## src/rtl/mem_if.sv

```systemverilog
// Data-memory request/ready bus between the MEM stage (master) and the memory (slave).
interface mem_if;
  logic        mem_req;
  logic        mem_we;
  logic [31:0] mem_addr;
  logic [31:0] mem_wdata;
  logic        mem_ready;
  logic [31:0] mem_rdata;

  modport master (
    output mem_req, mem_we, mem_addr, mem_wdata,
    input  mem_ready, mem_rdata
  );

  modport slave (
    input  mem_req, mem_we, mem_addr, mem_wdata,
    output mem_ready, mem_rdata
  );
endinterface

```

## src/rtl/mem_wb_stage.sv

```systemverilog
// MIPS memory stage plus MEM/WB register: runs loads/stores over a variable-latency
// req/ready bus, stalls upstream while waiting, flags misalignment and timeouts.
module mem_wb_stage #(
  parameter int TIMEOUT = 16,
  parameter int CNT_W   = 5
) (
  input  logic        clk,
  input  logic        reset,
  input  logic [31:0] Address,
  input  logic [31:0] WriteDataMEM,
  input  logic [4:0]  WriteRegMEM,
  input  logic        RegWriteMEM,
  input  logic        MemReadMEM,
  input  logic        MemWriteMEM,
  input  logic        MemtoRegMEM,
  output logic        stall,
  mem_if.master       mem,
  output logic [31:0] ReadDataWB,
  output logic [31:0] ALUResultWB,
  output logic [4:0]  WriteRegWB,
  output logic        RegWriteWB,
  output logic        MemtoRegWB,
  output logic        misaligned_err,
  output logic        bus_error
);

  localparam logic [CNT_W-1:0] CNT_LAST = CNT_W'(TIMEOUT - 1);

  typedef enum logic {S_IDLE, S_WAIT} state_t;

  state_t           state_q;
  logic [CNT_W-1:0] cnt_q, cnt_d;
  logic             req_q, we_q;
  logic [31:0]      addr_q, wdata_q;
  logic [31:0]      rdata_q, alu_q;
  logic [4:0]       wreg_q;
  logic             rw_q, m2r_q, misal_q, bus_q;

  logic access, aligned, timeout;

  always_comb begin
    access  = MemReadMEM | MemWriteMEM;
    aligned = (Address[1:0] == 2'b00);
    timeout = (cnt_q == CNT_LAST) && !mem.mem_ready;
    cnt_d   = (cnt_q == CNT_LAST) ? cnt_q : cnt_q + 1'b1;
  end

  // Gated by reset so an abort mid-WAIT releases the pipeline before the next edge.
  always_comb begin
    stall = 1'b0;
    if (!reset) begin
      case (state_q)
        S_IDLE:  stall = access && aligned;
        S_WAIT:  stall = !mem.mem_ready && !timeout;
        default: stall = 1'b0;
      endcase
    end
  end

  always_ff @(posedge clk or posedge reset) begin
    if (reset) begin
      state_q <= S_IDLE;
      cnt_q   <= '0;
      req_q   <= 1'b0;
      we_q    <= 1'b0;
      addr_q  <= '0;
      wdata_q <= '0;
      rdata_q <= '0;
      alu_q   <= '0;
      wreg_q  <= '0;
      rw_q    <= 1'b0;
      m2r_q   <= 1'b0;
      misal_q <= 1'b0;
      bus_q   <= 1'b0;
    end else begin
      misal_q <= 1'b0;
      case (state_q)
        S_IDLE: begin
          if (!access) begin
            alu_q  <= Address;
            wreg_q <= WriteRegMEM;
            rw_q   <= RegWriteMEM;
            m2r_q  <= MemtoRegMEM;
          end else begin
            rw_q  <= 1'b0;
            m2r_q <= 1'b0;
            if (!aligned) begin
              misal_q <= 1'b1;
            end else begin
              addr_q  <= Address;
              wdata_q <= WriteDataMEM;
              we_q    <= MemWriteMEM;
              req_q   <= 1'b1;
              cnt_q   <= '0;
              state_q <= S_WAIT;
            end
          end
        end
        S_WAIT: begin
          // Completion takes priority over a timeout landing on the same cycle.
          if (mem.mem_ready) begin
            if (MemReadMEM) rdata_q <= mem.mem_rdata;
            alu_q   <= Address;
            wreg_q  <= WriteRegMEM;
            rw_q    <= RegWriteMEM;
            m2r_q   <= MemtoRegMEM;
            req_q   <= 1'b0;
            state_q <= S_IDLE;
          end else if (timeout) begin
            rw_q    <= 1'b0;
            m2r_q   <= 1'b0;
            req_q   <= 1'b0;
            bus_q   <= 1'b1;
            state_q <= S_IDLE;
          end else begin
            rw_q  <= 1'b0;
            m2r_q <= 1'b0;
            cnt_q <= cnt_d;
          end
        end
        default: state_q <= S_IDLE;
      endcase
    end
  end

  assign mem.mem_req    = req_q;
  assign mem.mem_we     = we_q;
  assign mem.mem_addr   = addr_q;
  assign mem.mem_wdata  = wdata_q;
  assign ReadDataWB     = rdata_q;
  assign ALUResultWB    = alu_q;
  assign WriteRegWB     = wreg_q;
  assign RegWriteWB     = rw_q;
  assign MemtoRegWB     = m2r_q;
  assign misaligned_err = misal_q;
  assign bus_error      = bus_q;

endmodule

```

## src/flat_wrapper.sv

```systemverilog
// flat-port wrapper written by rule: the top's interface ports become plain ports
module mem_wb_stage_flat 
#(
  parameter int TIMEOUT = 16,
  parameter int CNT_W   = 5
)
  (clk, reset, Address, WriteDataMEM, WriteRegMEM, RegWriteMEM, MemReadMEM, MemWriteMEM, MemtoRegMEM, stall, ReadDataWB, ALUResultWB, WriteRegWB, RegWriteWB, MemtoRegWB, misaligned_err, bus_error, mem_mem_req, mem_mem_we, mem_mem_addr, mem_mem_wdata, mem_mem_ready, mem_mem_rdata);
  mem_if mem_i ();
  input  logic clk;
  input  logic reset;
  input  logic [31:0] Address;
  input  logic [31:0] WriteDataMEM;
  input  logic [4:0] WriteRegMEM;
  input  logic RegWriteMEM;
  input  logic MemReadMEM;
  input  logic MemWriteMEM;
  input  logic MemtoRegMEM;
  output logic stall;
  output logic [31:0] ReadDataWB;
  output logic [31:0] ALUResultWB;
  output logic [4:0] WriteRegWB;
  output logic RegWriteWB;
  output logic MemtoRegWB;
  output logic misaligned_err;
  output logic bus_error;
  output wire logic [$bits(mem_i.mem_req)-1:0] mem_mem_req;
  output wire logic [$bits(mem_i.mem_we)-1:0] mem_mem_we;
  output wire logic [$bits(mem_i.mem_addr)-1:0] mem_mem_addr;
  output wire logic [$bits(mem_i.mem_wdata)-1:0] mem_mem_wdata;
  input wire logic [$bits(mem_i.mem_ready)-1:0] mem_mem_ready;
  input wire logic [$bits(mem_i.mem_rdata)-1:0] mem_mem_rdata;
  assign mem_mem_req = mem_i.mem_req;
  assign mem_mem_we = mem_i.mem_we;
  assign mem_mem_addr = mem_i.mem_addr;
  assign mem_mem_wdata = mem_i.mem_wdata;
  assign mem_i.mem_ready = mem_mem_ready;
  assign mem_i.mem_rdata = mem_mem_rdata;
  mem_wb_stage #(.TIMEOUT(TIMEOUT), .CNT_W(CNT_W)) u_core (.clk(clk), .reset(reset), .Address(Address), .WriteDataMEM(WriteDataMEM), .WriteRegMEM(WriteRegMEM), .RegWriteMEM(RegWriteMEM), .MemReadMEM(MemReadMEM), .MemWriteMEM(MemWriteMEM), .MemtoRegMEM(MemtoRegMEM), .stall(stall), .mem(mem_i), .ReadDataWB(ReadDataWB), .ALUResultWB(ALUResultWB), .WriteRegWB(WriteRegWB), .RegWriteWB(RegWriteWB), .MemtoRegWB(MemtoRegWB), .misaligned_err(misaligned_err), .bus_error(bus_error));
endmodule
```

## config.mk

```make
export PLATFORM = sky130hd
export DESIGN_NAME = mem_wb_stage_flat
export DESIGN_NICKNAME = d
export VERILOG_FILES = /design/src/rtl/mem_if.sv /design/src/rtl/mem_wb_stage.sv /design/src/flat_wrapper.sv
export SDC_FILE = /design/constraint.sdc
export NUM_CORES = 1
export LEC_CHECK = 0
export BUFFER_PORTS_ARGS = -buffer_cell sky130_fd_sc_hd__buf_2
export CAP_MARGIN = 20
export CORE_ASPECT_RATIO = 2
export CORE_UTILIZATION = 47
export DETAILED_ROUTE_END_ITERATION = 16
export GPL_TIMING_DRIVEN = 0
export PLACE_DENSITY = 0.76
export SKIP_LAST_GASP = 1
export SYNTH_ARGS = -nofsm -noshare
export SYNTH_HDL_FRONTEND = slang
export SYNTH_SLANG_ARGS = --single-unit
```

## constraint.sdc

```tcl
create_clock -name clk -period 5 [get_ports clk]
set_input_delay 0.5 -clock clk [delete_from_list [all_inputs] [get_ports clk]]
set_output_delay 0.5 -clock clk [all_outputs]
set_load 0.1 [all_outputs]
```

==> results.toml <==
[run_status]
run_status = "completed"

[clock_tree]
insertion_delay_ps = 400
hold_buffers = 0
cts_root_buf = "clkbuf_16"
post_cts_buffers = 0
numCtsBuffers = 17
cts_buffer_depth = 2
cts-htree-levels = 4
clkSlewWorstSetupHoldPaths_ps = 60
cts_tree = "done"
cts_resized = 0
clock_sinks = 145

[worst_hold_path]
hold_class = "input port to async pin"

[layout]
layout_commonest_cell = "buf_2"
final_cells = 757
fillers = 889
syn_to_final_growth_pct = 35.9
diodes = 0
post_route_cells_drive_above_1_share = 0.696
layout_common_cells = "255 x buf_2, 145 x dfrtp_1, 132 x mux2_2"
nNetsFinal = 712

[logic_synthesis]
yosysUniqueCellTypes = 28
synthesis.nets = 445
synth_top_area_cell = "dfrtp_1"
yosysTopAreaCellShare = 0.662
yosys-top-cells-area = "dfrtp_1 66%, mux2_2 27%, buf_4 1.1%, buf_2 0.73%, inv_1 0.48%"
synthCells = 335
syn_area_mm2 = 0.00548
ys_ff_latch = 145
yosysWarnings = 0
ys_seq_area_frac = 0.662
synth_area_per_cell_um2 = 16.4

[setup_path]
critPathMaxFanout = 10
slowest_delay_ps = 440
critPathRequiredTime_ps = 4500
start_kind = "register"
crit_path_cell_trace = "ha_1, and3_1, ha_1, or3b_1, buf_2, a21oi_1, buf_2"
critPathKind = "register to output port"
critical-path-slowest-cell = "buf_2"
end_kind = "output port"
arrival_ps = 2590

[floorplanning]
die_h_um = 155
core_area_mm2 = 0.0114
num_rows = 55
fp.dieW_um = 78.3
fp.dieArea_mm2 = 0.0121
initial_utilization = 0.482
io_pins = 248

[timing]
rsz0062_at_grt = "no"
worst_pin_slew_ps = 713
fin_crit_ps = 3090
worst_slack_ps = 1910
clock_skew_ps = 5.79
hold_violations = 0
drv_slew = 0
fmax_mhz = 324
finalSetupViolations = 0
slew_headroom = 0.519
period_share = 0.617

[grt]
antenna_found_initial = 0
grt_pass1_wl_mm = 20.0
grt_max_degree = 76
grt-ovfl-total = 0
track_usage = 0.221
grt_pass1_vias = 4110

[placed_design]
io_buffers = 247
dpl.hpwl_mm = 9.73
gp_congestion = 0.786
place_inst = 725
dp_slack_ps = 2340

[detailed_routing]
wire_per_inst_um = 16.8
num_vias = 3790
dr.pass1.iters = 4
drtIter0Drc = 91
ant_nets = 0
totalWireLength_mm = 12.7
drc_errors = 0
vias_per_cell = 5.01

[run]
maxCapViolations = 0
## critical path, delay by kind of cell, from the launching register on
kind | cells | cell delay (ps)
AND/OR/NAND/NOR | 2 | 530
adder cells (fa/ha/maj) | 2 | 440
buffers and inverters | 2 | 630
AO/OA/AOI/OAI | 1 | 170
flip-flops | 1 | 410
## final cells by class
| cell class | instances | area [µm²] | area share |
|---|---|---|---|
| buffer | 16 | 100 | 0.0134 |
| clock buffer | 22 | 454 | 0.0610 |
| clock inverter | 10 | 63.8 | 0.00857 |
| inverter | 7 | 31.3 | 0.00420 |
| multi-input combinational | 167 | 1720 | 0.232 |
| sequential | 145 | 3630 | 0.488 |
| tap | 142 | 178 | 0.0239 |
| timing repair buffer | 248 | 1260 | 0.170 |
## metrics by stage
stage | utilization | hold slack, ps | TNS (ps) | instance area [µm²]
detailed placement | 0.610 | 474 | 0 | 6920
global route | 0.655 | 255 | 0 | 7440
CTS | 0.655 | 212 | 0 | 7440
finish | 0.655 | 199 | 0 | 7440
global placement | 0.607 | 454 | -91300 | 6890
floorplan | - | 479 | 0 | 5480
## synthesized netlist by cell type
master / n
nor2b_1: 2
o41ai_1: 1
inv_1: 7
and2_1: 2
mux2_2: 132
nand3b_1: 1
buf_4: 8
buf_2: 8
nand2_1: 4
nor2_1: 2
dfrtp_1: 145
ha_1: 2
o22ai_1: 1
a21oi_2: 1
o21ai_0: 1
nand3_1: 3
a21oi_1: 2
a31o_2: 1
or3_1: 1
nor4_2: 1
or3b_1: 1
o211ai_1: 2
o221ai_1: 1
o21a_1: 1
mux2i_1: 1
nor3_1: 2
and3_1: 1
o32ai_1: 1
## kinds of logic (layout without fill, tap and decap cells)
logic type,after synthesis,count (layout),synth area share
AO/OA/AOI/OAI,12,12,0.0160
adder cells (fa/ha/maj),2,2,0.00457
buffers and inverters,23,303,0.0231
flip-flops,145,145,0.662
multiplexers,133,133,0.273
AND/OR/NAND/NOR,20,20,0.0208
## sequential cells by signal (all words and copies together), names as in the netlist, 5 cells and up
signal,flops
u_core.WriteRegWB,5
u_core.ALUResultWB,32
u_core.mem.mem_wdata,32
u_core.mem.mem_addr,32
u_core.cnt_q,5
u_core.ReadDataWB,32
## worst paths after layout
check	startpoint	endpoint	slack, ps	cells past startpoint
max in group asynchronous	reset	u_core.ReadDataWB[30]	4040	3
worst max-delay path	u_core.cnt_q[0]	stall	1910	7
worst min-delay path	reset	u_core.mem.mem_addr[21]	200	2
worst min register to register	u_core.mem.mem_addr[0]	u_core.mem.mem_addr[0]	480	1
worst max register to register	u_core.cnt_q[0]	u_core.cnt_q[3]	2840	7
min in group clk	RegWriteMEM	u_core.RegWriteWB	320	2
## routing by layer
metal	global-route usage	vias up	wire, µm
li1	-	1716	-
met5	0	-	0
met2	0.400	161	7110
met4	0.128	0	520
met3	0.0501	36	614
met1	0.227	1877	4490
Power is not shown: default switching activity piles up to over one toggle a cycle in this logic, so the estimate is an artifact.
